--- src/rtl/usb_rx_pkg.sv ---
// Shared types and constants for the USB full-speed receive bit decoder.
package usb_rx_pkg;

  typedef enum logic [1:0] {
    LS_J   = 2'b00,
    LS_K   = 2'b01,
    LS_SE0 = 2'b10,
    LS_SE1 = 2'b11
  } line_state_t;

  localparam int USB_MAX_ONES      = 6;
  localparam int USB_BITS_PER_BYTE = 8;

  function automatic line_state_t decode_line(input logic dp, input logic dm);
    line_state_t ls;
    case ({dp, dm})
      2'b10:   ls = LS_J;
      2'b01:   ls = LS_K;
      2'b00:   ls = LS_SE0;
      default: ls = LS_SE1;
    endcase
    return ls;
  endfunction

endpackage

--- src/rtl/usb_rx_bit_timer.sv ---
// D+ edge detector and resynchronizing bit-phase counter; pulses 'sample'
// once per bit time at SAMPLE_PHASE clocks after the most recent line edge.
module usb_rx_bit_timer #(
  parameter int CLKS_PER_BIT = 8,
  parameter int SAMPLE_PHASE = 3
) (
  input  logic clk,
  input  logic n_rst,
  input  logic enable,
  input  logic d_plus,
  output logic sample
);

  localparam int CW = $clog2(CLKS_PER_BIT);

  logic          dp_q;
  logic          line_edge;
  logic          locked;
  logic [CW-1:0] count;

  assign line_edge = d_plus ^ dp_q;

  // The counter stays parked until the first edge of a receive window, so an
  // idle J line is never sampled as a stream of ones before SYNC starts.
  always_ff @(posedge clk or negedge n_rst) begin
    if (!n_rst) begin
      dp_q   <= 1'b1;
      count  <= '0;
      locked <= 1'b0;
    end else begin
      dp_q <= d_plus;
      if (!enable) begin
        count  <= '0;
        locked <= 1'b0;
      end else if (line_edge) begin
        count  <= CW'(1);
        locked <= 1'b1;
      end else if (locked) begin
        if (count == CW'(CLKS_PER_BIT - 1))
          count <= '0;
        else
          count <= count + CW'(1);
      end
    end
  end

  assign sample = enable && locked && (count == CW'(SAMPLE_PHASE));

endmodule

--- src/rtl/usb_rx_bit_decoder.sv ---
// USB FS receive front end: bit timing, NRZI decode, bit unstuffing, byte count.
// Optional macro USB_RX_STUFF_ERR_EN enables the stuff-violation strobe.
module usb_rx_bit_decoder
  import usb_rx_pkg::*;
#(
  parameter int CLKS_PER_BIT = 8,
  parameter int SAMPLE_PHASE = 3
) (
  input  logic clk,
  input  logic n_rst,
  input  logic enable,
  input  logic d_plus_sync,
  input  logic d_minus_sync,
  output logic shift_enable,
  output logic serial_in,
  output logic byte_done,
  output logic eop,
  output logic stuff_err
);

  logic        sample;
  line_state_t line_state;
  logic        last_dp;
  logic        decoded;
  logic        stuff_bit;
  logic [2:0]  ones_cnt;
  logic [2:0]  bit_cnt;
  logic        shift_q;
  logic        eop_q;
  logic        byte_wrap;
  logic        byte_done_q;

  usb_rx_bit_timer #(
    .CLKS_PER_BIT(CLKS_PER_BIT),
    .SAMPLE_PHASE(SAMPLE_PHASE)
  ) u_timer (
    .clk    (clk),
    .n_rst  (n_rst),
    .enable (enable),
    .d_plus (d_plus_sync),
    .sample (sample)
  );

  assign line_state = decode_line(d_plus_sync, d_minus_sync);
  assign decoded    = (d_plus_sync == last_dp);
  assign stuff_bit  = (ones_cnt == 3'(USB_MAX_ONES));

  always_ff @(posedge clk or negedge n_rst) begin
    if (!n_rst) begin
      last_dp     <= 1'b1;
      ones_cnt    <= '0;
      bit_cnt     <= '0;
      shift_q     <= 1'b0;
      serial_in   <= 1'b1;
      eop_q       <= 1'b0;
      byte_wrap   <= 1'b0;
      byte_done_q <= 1'b0;
    end else begin
      shift_q     <= 1'b0;
      eop_q       <= 1'b0;
      byte_wrap   <= 1'b0;
      byte_done_q <= 1'b0;
      if (!enable) begin
        last_dp  <= 1'b1;
        ones_cnt <= '0;
        bit_cnt  <= '0;
      end else begin
        byte_done_q <= byte_wrap;
        if (sample) begin
          if (line_state == LS_SE0) begin
            eop_q    <= 1'b1;
            ones_cnt <= '0;
            bit_cnt  <= '0;
          end else begin
            // SE1 carries D+ high, so it decodes exactly like J here.
            last_dp <= d_plus_sync;
            if (stuff_bit) begin
              ones_cnt <= '0;
            end else begin
              shift_q   <= 1'b1;
              serial_in <= decoded;
              ones_cnt  <= decoded ? ones_cnt + 3'd1 : 3'd0;
              bit_cnt   <= bit_cnt + 3'd1;
              byte_wrap <= (bit_cnt == 3'(USB_BITS_PER_BYTE - 1));
            end
          end
        end
      end
    end
  end

  // Gating on enable keeps a strobe already in flight from leaking out once
  // the RX FSM has closed the receive window.
  assign shift_enable = shift_q & enable;
  assign eop          = eop_q & enable;
  assign byte_done    = byte_done_q & enable;

`ifdef USB_RX_STUFF_ERR_EN
  logic stuff_q;

  always_ff @(posedge clk or negedge n_rst) begin
    if (!n_rst)
      stuff_q <= 1'b0;
    else
      stuff_q <= enable && sample && (line_state != LS_SE0) && stuff_bit && decoded;
  end

  assign stuff_err = stuff_q & enable;
`else
  assign stuff_err = 1'b0;
`endif

endmodule

--- config.mk ---
export PLATFORM = sky130hd
export DESIGN_NAME = usb_rx_bit_decoder
export DESIGN_NICKNAME = d
export VERILOG_FILES = /design/src/rtl/usb_rx_pkg.sv /design/src/rtl/usb_rx_bit_timer.sv /design/src/rtl/usb_rx_bit_decoder.sv
export SDC_FILE = /design/constraint.sdc
export NUM_CORES = 1
export LEC_CHECK = 0
export CAP_MARGIN = 15
export CORE_UTILIZATION = 37
export DETAILED_ROUTE_END_ITERATION = 10
export GPL_TIMING_DRIVEN = 0
export PLACE_DENSITY = 0.58
export REMOVE_ABC_BUFFERS = 1
export SETUP_SLACK_MARGIN = 0.05
export SKIP_LAST_GASP = 1
export SLEW_MARGIN = 25
export SYNTH_ARGS = -nofsm -noshare
export SYNTH_HDL_FRONTEND = slang
export SYNTH_SLANG_ARGS = --single-unit
--- constraint.sdc ---
create_clock -name clk -period 1.7 [get_ports clk]
set_clock_uncertainty 0.15 [all_clocks]
set_input_delay 0.34 -clock clk [delete_from_list [all_inputs] [get_ports clk]]
set_output_delay 0.34 -clock clk [all_outputs]
set_load 0.005 [all_outputs]
* Yosys cells after proc, flatten, opt, wreduce, memory -nomap -nowiden *
Index checks and enable logic that the tools add are counted.

word-level totals
  register bits after elaboration = 17
  word-level logic and storage cells = 70

operators by class
  $add $sub $neg = 3
  eq/ne operators = 13
  multiplexer cells = 31
  bitwise gates (word level) = 6
  reductions and logical operators = 6

operator list
  kind                 number
  $mux 3               13
  $mux 1               17
  $add 3x1->3 const B  3
  $eq 3x3->1 const B   3
  $pmux 2 s3           1
  $eq 2x2->1 const B   2
  $ne 2x1->1 const B   2
  $reduce_and 2->1     2
  $reduce_and 4->1     1
  $and 1x1->1          3
  $eq 3x2->1 const B   1
  $ne 3x1->1 const B   1
  $ne 3x2->1 const B   1
  $eq 2x1->1 const B   1
  $logic_and 1x1->1    2
  $logic_not 2->1      1
  $ne 2x2->1 const B   1
  $not 1->1            2
  $eq 1x1->1           1
  $xor 1x1->1          1

* Depth between registers and ports, before layout *
  depth after elaboration = 6
  depth in mapped cells = 5
  depth with buffers taken out = 5

* By module *
From an unflattened synthesis, not the netlist that was laid out.

second synthesis, totals
  cell total of the unflattened synthesis = 76
  area, all modules = 860.8 µm²

by module, submodules not included
  module              times used  cells each  area each (µm²)  sequential area each (µm²)
  usb_rx_bit_decoder  1           54          603.1            302.8
  usb_rx_bit_timer    1           22          257.7            126.4

* Least setup slack after synthesis *
Ideal clock, no wire load.

  path type = flip-flop to flip-flop
  from = reg u_timer.count[0]
  to = reg last_dp
  setup time = 0.084 ns
  arrival = 1.380 ns
  data required time = 1.466 ns
  slack = 0.087 ns
  stages on the path, launching flop included = 5
  buffers on the path = 0
  clock period less this slack = 1.613 ns
  cells stage by stage = dfrtp_1 > ha_1 > ha_1 > and2_0 > a221o_2

on the way
  longest elaborated chain between the ends = 4

RTL lines
  element                            line                      source
  start: declaration                 usb_rx_bit_timer.sv:19    logic [CW-1:0] count;
  start signal: assignment           usb_rx_bit_timer.sv:42    count <= count + CW'(1);
  $eq 3x2->1                         usb_rx_bit_timer.sv:47    assign sample = enable && locked && (count == CW'(SAMPLE_PHASE));
  $logic_and 1x1->1                  usb_rx_bit_timer.sv:47
  $ne 2x1->1 (no source line)        -
  $reduce_and 2->1 (no source line)  -
  end signal: assignment             usb_rx_bit_decoder.sv:76  last_dp <= d_plus_sync;
  end: declaration                   usb_rx_bit_decoder.sv:23  logic last_dp;

No other way between the ends.
A chain may end at the register's enable or synchronous reset.

* Worst setup path after layout *
  from = reg ones_cnt[0]
  to = reg ones_cnt[1]

on the way
  longest elaborated chain between the ends = 6
  elaborated cells on any way between the ends = 7
  those cells by class = add/sub: 1; eq/ne: 1; mux: 5

RTL lines
  element                   line                      source
  start: declaration        usb_rx_bit_decoder.sv:26  logic [2:0] ones_cnt;
  start signal: assignment  usb_rx_bit_decoder.sv:82  ones_cnt <= decoded ? ones_cnt + 3'd1 : 3'd0;
  $add 3x1->3               usb_rx_bit_decoder.sv:82
  $mux 3                    usb_rx_bit_decoder.sv:82
  $mux 3 (*)                usb_rx_bit_decoder.sv:77  if (stuff_bit) begin
  $mux 3 (*)                usb_rx_bit_decoder.sv:70  if (line_state == LS_SE0) begin
  $mux 3 (*)                usb_rx_bit_decoder.sv:69  if (sample) begin
  $mux 3 (*)                usb_rx_bit_decoder.sv:63  if (!enable) begin

Mark *: on every way between the ends. The rest lies on a longest branch, timed or not. The select of a mux whose other input is x is not followed.

==> results.cfg <==
[clock_tree]
cts_hold_buf = 0
cts_sinks = 17
clock_latency_ns = 0.28
cts-root-buf = clkbuf_4
ctsHtreeMaxLevel = 1
cts_tree = built
clkTransAtPathRegs_ns = 0.10
cts_max_path_buffers = 2
cts_made_buffers = 3

[global_route]
grt_usage_pct = 14.49
grt_max_degree = 18
grt_pass1_vias = 576
grt_pass1_wl_um = 2649
overflow = 0
antenna_found_initial = 0

[setup_path]
worst_setup_path_start_kind = flip-flop
path_cells = inv_1 > ha_2 > buf_4 > and2_1 > a2111o_1 > a21oi_1
end_kind = flip-flop
slowest_stage = dfrtp_1
critPathKind = flip-flop to flip-flop
cp_max_fo = 4
cp.required_ns = 1.77
critical-path-max-stage-delay_ns = 0.40
crit_arrival_ns = 1.64

[route]
wl_per_cell_um = 12.43
ant_nets = 0
drc = 0
wl_um = 1491
vias = 614
drt_iter0_drc = 7
firstDrtPassIters = 2
routed_via_density = 5.117

[placement]
place_inst = 114
dp_hpwl_um = 1021
portBuffers = 8
gp_congestion = 0.7820
place_area_um2 = 959.7

[timing]
hold_violations = 0
setup_viol = 0
maxSlewHeadroom_pct = 48.72
tightest_slew_ns = 0.7668
rsz0062_at_grt = yes
slew_viol_final = 0
period_minus_slack_ns = 1.576
max_freq_ghz = 0.6345
fin_crit_sh_pct = 92.71

[floorplanning]
dieHeight_um = 50.52
die_area_um2 = 2552
die_w_um = 50.52
row_count = 17
core_region_area_um2 = 2212
start_util_pct = 39.37
ios = 10

[power]
leakagePower_nw = 0.5082
ir_drop_mv = 0.4917
cellPowerDensity_nw_per_um2 = 684.1

[flow_run]
maxCapViolations = 0

[layout]
finalNetCount = 105
fillCellCount = 229
area_growth_syn_to_layout_pct = 18.82
final_layout_size_suffix_gt1_share_pct = 19.57
n_antenna_cell = 0
final_cells = 120
final_area_um2 = 1035

[min_path]
hold_class = input port to flip-flop

[logic_synthesis]
synth_most_common_cell = dfrtp_1
ys_warn_count = 0
synth_edf_count = 0
synth_commonest_cells = dfrtp_1 (14), a21oi_1 (9), ha_1 (7), nand2_1 (7), and2_1 (6)
syn-mean-instance-area_um2 = 10.62
synth_top_cell_area_share_pct = 40.23
seq_area_frac_synth_pct = 49.28
async_flop_share_pct = 100.0
yosysTopAreaCell = dfrtp_1
synthTopCellsByArea = dfrtp_1 (40%), ha_1 (10%), dfstp_2 (9.1%)
syn_inst = 82
ys_types = 31
syn_area_um2 = 870.8
ys_seq_elements = 17
synth_ff_type = dfrtp_1

[outcome]
status = completed
## path summary, 6_finish.rpt
check	end	depth (start not counted)	from	slack [ns]
setup / recovery	ones_cnt[1]	6	ones_cnt[0]	0.12
hold reg to reg	byte_done_q	1	byte_wrap	0.32
hold / removal	u_timer.dp_q	1	d_plus_sync	0.27
min in group asynchronous	bit_cnt[0]	1	n_rst	0.35
setup reg to reg	ones_cnt[1]	6	ones_cnt[0]	0.12
max in group asynchronous	u_timer.count[1]	1	n_rst	0.57
## worst max-delay path, delay by kind of cell (launching register included)
kind,cells,cell delay (ns)
compound gates,2,0.42
fa+ha+maj,1,0.19
buf+inv,2,0.20
flops,1,0.40
simple gates,1,0.15
## per-layer routing
metal | vias to the layer above | wire, µm | part of all wire [%] | GRT usage, %
li1 | 311 | - | - | -
met1 | 289 | 753 | 51 | 18.58
met2 | 12 | 655 | 44 | 22.00
met3 | 2 | 68 | 4.6 | 6.364
met4 | 0 | 13 | 0.87 | 4.167
met5 | - | 0 | 0 | 0
## flip-flops by register name, indices dropped and copies added, names as in the netlist
name	count
u_timer.count	3
u_timer.dp_q	1
byte_wrap	1
last_dp	1
u_timer.locked	1
byte_done_q	1
shift_q	1
eop_q	1
serial_in	1
ones_cnt	3
bit_cnt	3
## repair_timing
item,in CTS,in global routing
setup buffers,2,0
hold endpoints to repair,0,0
setup endpoints to repair,11,8
pin swaps,2,2
gates resized for setup,13,7
## stage by stage
step | worst slack, ns | total power, mW | utilization, % | setup TNS [ns] | hold WS (ns)
CTS | -0.01774 | 0.7208 | 45.36 | -0.01774 | 0.2462
finish | 0.1239 | 0.7079 | 46.78 | 0 | 0.2665
global route | 0.03715 | 0.7582 | 46.78 | 0 | 0.2549
detailed placement | -0.3971 | 0.5036 | 43.38 | -3.506 | 0.2991
floorplan | 0.08656 | 0.4662 | - | 0 | -0.1056
global placement | -0.3934 | 0.5027 | 43.38 | -3.372 | 0.2988
## placed cells by master (no fill, tap or decap), drive strengths merged
| cell type | count |
|---|---|
| dfrtp | 14 |
| a21oi | 9 |
| and2 | 7 |
| nand2 | 7 |
| ha | 7 |
| inv | 5 |
| dlygate4sd2 | 5 |
| clkbuf | 4 |
| nor2 | 3 |
| dfstp | 3 |
| nand3 | 2 |
| o21ai | 2 |
| or3b | 2 |
| a211oi | 2 |
| a2111o | 2 |
| buf | 2 |
| a2bb2oi | 1 |
| and3 | 1 |
| nor4 | 1 |
| xnor2 | 1 |
| mux2i | 1 |
| nor3b | 1 |
| o211a | 1 |
| a211o | 1 |
| o22ai | 1 |
| a221o | 1 |
| nand4b | 1 |
| a22o | 1 |
| conb | 1 |
| clkdlybuf4s15 | 1 |
| clkdlybuf4s50 | 1 |
| dlymetal6s2s | 1 |
## cells by family (layout without fill, tap and decap cells)
kind of cell	Yosys count	in the layout	share of synthesized area, %
multiplexers	1	1	1.149
adder cells (fa/ha/maj)	7	7	10.06
AO/OA/AOI/OAI	21	21	16.81
buffers and inverters	9	19	5.173
other	1	1	0.4306
XOR/XNOR	1	1	1.006
AND/OR/NAND/NOR	25	25	16.09
flip-flops	17	17	49.28
## power breakdown
part           total [mW]  internal, mW  switching, mW
clock               0.209        0.0910          0.118
combinational      0.0687        0.0307         0.0379
sequential          0.430         0.419         0.0113
total               0.708         0.541          0.167
## area by class of cell
type                    count  area (µm²)  share of cell area, %
well taps                  28       35.03                  3.386
flip-flops and latches     17       429.2                  41.48
repair buffers             10       92.59                  8.948
clock buffers               4       26.28                  2.539
inverters                   5       18.77                  1.814
multi-input cells          56       432.9                  41.84
(Power assumes the default switching activity.)
